### src/rtl/wb_regfile_pkg.sv
// Shared widths, constants and the commit-record type for the write-back register file.
// All of these are derived from the RV64 integer register file geometry.
package wb_regfile_pkg;

  localparam int XLEN    = 64;
  localparam int REG_NUM = 32;
  localparam int ADDR_W  = 5;

  localparam logic [XLEN-1:0]   ZERO_WORD = '0;
  localparam logic [XLEN-1:0]   ONE_WORD  = {{(XLEN-1){1'b0}}, 1'b1};
  localparam logic [ADDR_W-1:0] ZERO_ADDR = '0;

  typedef struct packed {
    logic              valid;
    logic [XLEN-1:0]   pc;
    logic [ADDR_W-1:0] rd;
    logic [XLEN-1:0]   wdata;
  } commit_rec_t;

endpackage

### src/rtl/wb_regfile.sv
// Write-back stage: commits results to the 32x64 integer register file.
// It also serves ID reads with WB->ID bypass and keeps the instret counter and commit record.
module wb_regfile
  import wb_regfile_pkg::*;
(
  input  logic              clk,
  input  logic              rst,
  input  logic              wb_valid_i,
  input  logic [XLEN-1:0]   inst_addr_i,
  input  logic [XLEN-1:0]   rd_wdata_i,
  input  logic [ADDR_W-1:0] rd_waddr_i,
  input  logic              reg_wen_i,
  input  logic [ADDR_W-1:0] rs1_raddr_i,
  input  logic [ADDR_W-1:0] rs2_raddr_i,
  output logic [XLEN-1:0]   rs1_rdata_o,
  output logic [XLEN-1:0]   rs2_rdata_o,
  output logic              commit_valid_o,
  output logic [XLEN-1:0]   commit_pc_o,
  output logic [ADDR_W-1:0] commit_rd_o,
  output logic [XLEN-1:0]   commit_wdata_o,
  output logic [XLEN-1:0]   instret_o
);

  // wb_valid_i qualifies every WB input for one cycle and cannot be back-pressured: each
  // high cycle retires exactly one instruction, and all other WB inputs are don't-care when low.

  logic [XLEN-1:0] regs [0:REG_NUM-1];
  logic [XLEN-1:0] instret_q;
  commit_rec_t     commit_q;
  logic            we;

  assign we = wb_valid_i & reg_wen_i & (rd_waddr_i != ZERO_ADDR);

  // Priority: x0 beats bypass, bypass beats the array; everything reads 0 while in reset.
  function automatic logic [XLEN-1:0] read_port(
    input logic              rst_l,
    input logic [ADDR_W-1:0] raddr,
    input logic              wr_en,
    input logic [ADDR_W-1:0] waddr,
    input logic [XLEN-1:0]   wdata,
    input logic [XLEN-1:0]   arr_data
  );
    logic [XLEN-1:0] res;
    res = arr_data;
    if (!rst_l || raddr == ZERO_ADDR) begin
      res = ZERO_WORD;
    end else if (wr_en && raddr == waddr) begin
      res = wdata;
    end
    return res;
  endfunction

  assign rs1_rdata_o = read_port(rst, rs1_raddr_i, we, rd_waddr_i, rd_wdata_i, regs[rs1_raddr_i]);
  assign rs2_rdata_o = read_port(rst, rs2_raddr_i, we, rd_waddr_i, rd_wdata_i, regs[rs2_raddr_i]);

  always_ff @(posedge clk or negedge rst) begin
    if (!rst) begin
      for (int i = 0; i < REG_NUM; i++) begin
        regs[i] <= ZERO_WORD;
      end
    end else if (we) begin
      regs[rd_waddr_i] <= rd_wdata_i;
    end
  end

  // Bubbles only drop the valid pulse; the rest of the record holds the last retirement.
  always_ff @(posedge clk or negedge rst) begin
    if (!rst) begin
      instret_q <= ZERO_WORD;
      commit_q  <= '0;
    end else if (wb_valid_i) begin
      instret_q      <= instret_q + ONE_WORD;
      commit_q.valid <= 1'b1;
      commit_q.pc    <= inst_addr_i;
      commit_q.rd    <= we ? rd_waddr_i : ZERO_ADDR;
      commit_q.wdata <= we ? rd_wdata_i : ZERO_WORD;
    end else begin
      commit_q.valid <= 1'b0;
    end
  end

  assign commit_valid_o = commit_q.valid;
  assign commit_pc_o    = commit_q.pc;
  assign commit_rd_o    = commit_q.rd;
  assign commit_wdata_o = commit_q.wdata;
  assign instret_o      = instret_q;

endmodule
### config.mk
export PLATFORM = sky130hd
export DESIGN_NAME = wb_regfile
export DESIGN_NICKNAME = d
export VERILOG_FILES = /design/src/rtl/wb_regfile_pkg.sv /design/src/rtl/wb_regfile.sv
export SDC_FILE = /design/constraint.sdc
export NUM_CORES = 2
export LEC_CHECK = 0
export CORE_UTILIZATION = 50
export CTS_BUF_LIST = sky130_fd_sc_hd__clkbuf_4 sky130_fd_sc_hd__clkbuf_8
export DETAILED_ROUTE_END_ITERATION = 8
export PLACE_DENSITY = 0.79
export SETUP_SLACK_MARGIN = 0.2
export SLEW_MARGIN = 5
export SYNTH_ARGS = -nofsm -noshare
export SYNTH_HDL_FRONTEND = slang
export SYNTH_SLANG_ARGS = --single-unit
### constraint.sdc
create_clock -name clk -period 3.51 [get_ports clk]
set_input_delay 0.702 -clock clk [delete_from_list [all_inputs] [get_ports clk]]
set_output_delay 0.702 -clock clk [all_outputs]
set_load 0.03 [all_outputs]
==> metrics.md <==
| Metric | Value |
|---|---|
| DIE AREA | `235000 um2` |
| DRC | `0` |
| RSZ-0062 raised after global routing | `yes` |
| Post-Layout Inst Area | `144000 um2` |
| CTS Sinks | `2246` |
| Deepest clock path buffer count | `4` |
| Logic pwr share | `19.5%` |
| Post-synth EDFFs | `0` |
| Share of cells above drive strength 1 | `56.7%` |
| Critical Path Start Type | `flop` |
| R2R Setup Slk | `1.28 ns` |
| Clock Skew | `0.0372 ns` |
| Total Routing Usage GR | `32.7%` |
| Grt ovf | `0` |
| Initial antenna violation count | `15` |
| Post-Syn Area per Cell | `14.9 um2` |
| Reg2reg start | `instret_o[27]` |
| Measured slew at the worst slew-check pin | `1.11 ns` |
| First-pass GRT wire length | `572000 um` |
| Syn Std Cell Area | `117000 um2` |
| Final setup vio count | `128` |
| Crit end category | `primary output` |
| CP required | `2.81 ns` |
| CP max FO | `3` |
| Synthesized instance count | `7832` |
| Hold Path Sink | `commit_valid_o` |
| Final worst slack | `-0.415 ns` |
| Reg2reg end | `instret_o[56]` |
| Pwr Density | `502 nW/um2` |
| Clk pwr share | `36.7%` |
| Initial Utilization | `50.5%` |
| Area grow syn2layout | `23.2%` |
| Post-synthesis net count | `7980` |
| CTS buffer count | `390` |
| CTS tree | `built` |
| Placement Rows | `176` |
| Largest net degree at the start of global routing | `180` |
| Fin crit period | `3.92 ns` |
| Worst hold-check path type | `primary input to flop` |
| Initial DRC count | `9130` |
| Post-Place Cells | `11221` |
| Leak pwr | `65.0 nW` |
| Sequential Power Share | `43.8%` |
| Worst Path Arrival | `3.22 ns` |
| # H-tree levels | `5` |
| Non-Filler Instances | `12187` |
| Rel. slew slack | `25.7%` |
| Clock slew at reported path FFs | `0.06 ns` |
| Power Internal | `52.4 mW` |
| DP HPWL | `244000 um` |
| Clock Latency Late Sink | `1.09 ns` |
| Ports | `473` |
| Vias in the first global route | `86671` |
| Final core utilization | `62.2%` |
| Antenna-violating nets left | `0` |
| Status | `complete, but fails checks` |
| Total vias in the final route | `81892` |
| Via/cell ratio | `6.72` |
| Yosys reg bits | `2246` |
| Final Hold Viols | `0` |
| Tcrit/Tclk final | `112%` |
| Synth Flop Type | `dfrtp_1` |
| Yosys warning count | `0` |
| Worst setup path class | `flop to primary output` |
| Synth cell types | `49` |
| HP Start | `wb_valid_i` |
| Max rail drop VDD | `0.402 mV` |
| Max Slew Vio Count | `0` |
| Failing checks | `setup timing` |
| Layout fillers | `15933` |
| Psw | `19.7 mW` |
| Placed Area | `132000 um2` |
| Die Y | `485 um` |
| Seq/Total Area, Yosys | `48.2%` |
| Root Driver | `clkbuf_8` |
| Hold Crit Depth | `2` |
| Max-cap violations | `0` |
| Fmax | `255 MHz` |
| Asr flop ratio synth | `100%` |
| DIE WIDTH | `485 um` |
| Routability-driven placement congestion ratio | `0.887` |
| Routed WL | `387000 um` |
| Average wire per standard cell | `31.7 um` |
| Sw Share | `27.4%` |
| CORE AREA | `231000 um2` |
| R2R cell count | `5` |
| DRT Pass-1 Iters | `6` |
| Port bufs | `472` |
| Final net count | `9013` |
metal layers:
metal	vias to the layer above	part of all wire, %	global-route usage (%)
met4	12	6.8	20.4
met3	1409	10	8.69
li1	32223	-	-
met5	-	0.018	0
met1	43041	36	41.0
met2	5207	47	50.6
power by group through the flow:
stage / Clock, mW / Sequential (mW) / Combinational, mW
3_3_place_gp: 0 / 31.6 / 12.5
3_5_place_dp: 0 / 31.9 / 12.9
2_1_floorplan: 0 / 31.4 / 8.29
6_report: 26.5 / 31.6 / 14.1
4_1_cts: 26.8 / 31.4 / 13.8
5_1_grt: 27.9 / 31.9 / 14.8
area by class of cell:
| class | count | area, um2 | area share [%] |
|---|---|---|---|
| well taps | 3026 | 3790 | 2.63 |
| multi-input cells | 4640 | 57900 | 40.3 |
| repair buffers | 1514 | 17000 | 11.8 |
| diodes | 9 | 22.5 | 0.0157 |
| inverters | 73 | 274 | 0.191 |
| clock buffers | 598 | 7590 | 5.28 |
| flip-flops and latches | 2246 | 56200 | 39.1 |
| clock inverters | 81 | 976 | 0.679 |
cell usage after synthesis, types with 2 or more instances:
library cell	n	share of area, %
a22o_1	3	0.023
nor2b_1	99	0.53
nand3b_1	6	0.039
o21ai_0	135	0.58
buf_6	2	0.019
nor3_2	2	0.017
a211o_1	45	0.34
nor4_1	8	0.043
a21oi_1	33	0.14
mux2_2	2065	20
and3_1	15	0.080
mux2i_1	271	2.3
xor2_1	16	0.12
a32o_1	80	0.69
and2_1	10	0.054
nor2_1	127	0.41
and4_1	12	0.090
clkbuf_1	526	1.7
nand4_1	26	0.14
dfrtp_1	2246	48
a211oi_1	90	0.58
or4_1	2	0.013
a31oi_1	64	0.34
buf_4	8	0.051
o22ai_1	168	0.90
buf_1	47	0.15
xnor2_1	57	0.43
a2bb2oi_1	63	0.47
nand3_1	44	0.19
nand2_1	162	0.52
a221o_1	15	0.13
nor3_1	10	0.043
nand2b_1	7	0.038
mux4_2	990	19
nor4_2	3	0.032
buf_2	290	1.2
inv_1	73	0.23
registers in the layout (all words and copies together), names as in the netlist:
signal          cells
regs             2048
commit_wdata_o     64
commit_rd_o         5
commit_pc_o        64
commit_valid_o      1
instret_o          64
cells by family (layout without fill, tap and decap cells):
kind of cell / Yosys count / count (layout) / share of synthesized area, %
xor gates and xnor gates: 73 / 73 / 0.548
muxes: 3326 / 3326 / 41.4
AOI/OAI and AO/OA: 704 / 704 / 4.26
adders and majority gates: 1 / 1 / 0.0107
other: 0 / 9 / 0
DFF: 2246 / 2246 / 48.2
buffers and inverters: 946 / 2266 / 3.39
and+or+nand+nor: 536 / 536 / 2.26
worst max-delay path: stages (launching register included):
cell	delay [ns]
dfrtp_1	0.39
mux4_2	0.48
mux4_2	0.50
nor2_2	0.11
a31oi_2	0.06
buf_4	0.19
a22o_1	0.21
buf_12	0.14
placed cells by master (no fill, tap or decap), drive strengths merged, types with 16 or more instances in the layout:
cell type / synthesis / layout
clkinv: 0 / 51
nand4: 26 / 26
nor2b: 99 / 99
nand3: 44 / 44
clkdlybuf4s50: 0 / 326
clkbuf: 526 / 603
inv: 73 / 73
a2bb2oi: 63 / 63
dfrtp: 2246 / 2246
a21oi: 33 / 33
o21ai: 136 / 136
a31oi: 64 / 64
o22ai: 168 / 168
nand2: 162 / 162
mux2: 2065 / 2065
mux2i: 271 / 271
nor2: 127 / 127
a211o: 45 / 45
xnor2: 57 / 57
a211oi: 90 / 90
a32o: 80 / 80
xor2: 16 / 16
mux4: 990 / 990
bufinv: 0 / 21
buf: 347 / 1172
what timing repair did:
item / CTS / global route
buffers inserted: 226 / 38
setup endpoints to repair: 128 / 128
gates resized for setup: 290 / 67
hold buffers: 5 / 1
endpoints found under the hold margin: 592 / 1
pin swaps: 188 / 43
gates cloned: 4 / 4
per-stage QoR:
stage / setup TNS [ns] / power [mW] / setup WS, ns / hold WS (ns)
2_1_floorplan: 0 / 39.7 / 0.186 / 0.406
3_3_place_gp: -55.13 / 44.1 / -0.471 / 0.377
3_5_place_dp: -48.35 / 44.8 / -0.434 / 0.382
4_1_cts: -31.83 / 72.0 / -0.488 / 0.0137
5_1_grt: -35.21 / 74.6 / -0.490 / 0.0625
6_report: -25.03 / 72.1 / -0.415 / 0.0978
how the worst max path moves through the flow:
| stage | start | endpoint | depth (start not counted) | slack (ns) |
|---|---|---|---|---|
| floorplan | rs1_raddr_i[1] | rs1_rdata_o[34] | 8 | 0.19 |
| global placement | rd_waddr_i[4] | rs2_rdata_o[26] | 11 | -0.47 |
| detailed placement | rd_waddr_i[3] | rs2_rdata_o[26] | 10 | -0.43 |
| CTS | regs[699] | rs2_rdata_o[59] | 7 | -0.49 |
| global route | regs[699] | rs2_rdata_o[59] | 7 | -0.49 |
| finish | regs[699] | rs2_rdata_o[59] | 7 | -0.41 |
No activity file was read; power rests on OpenSTA's default activity.
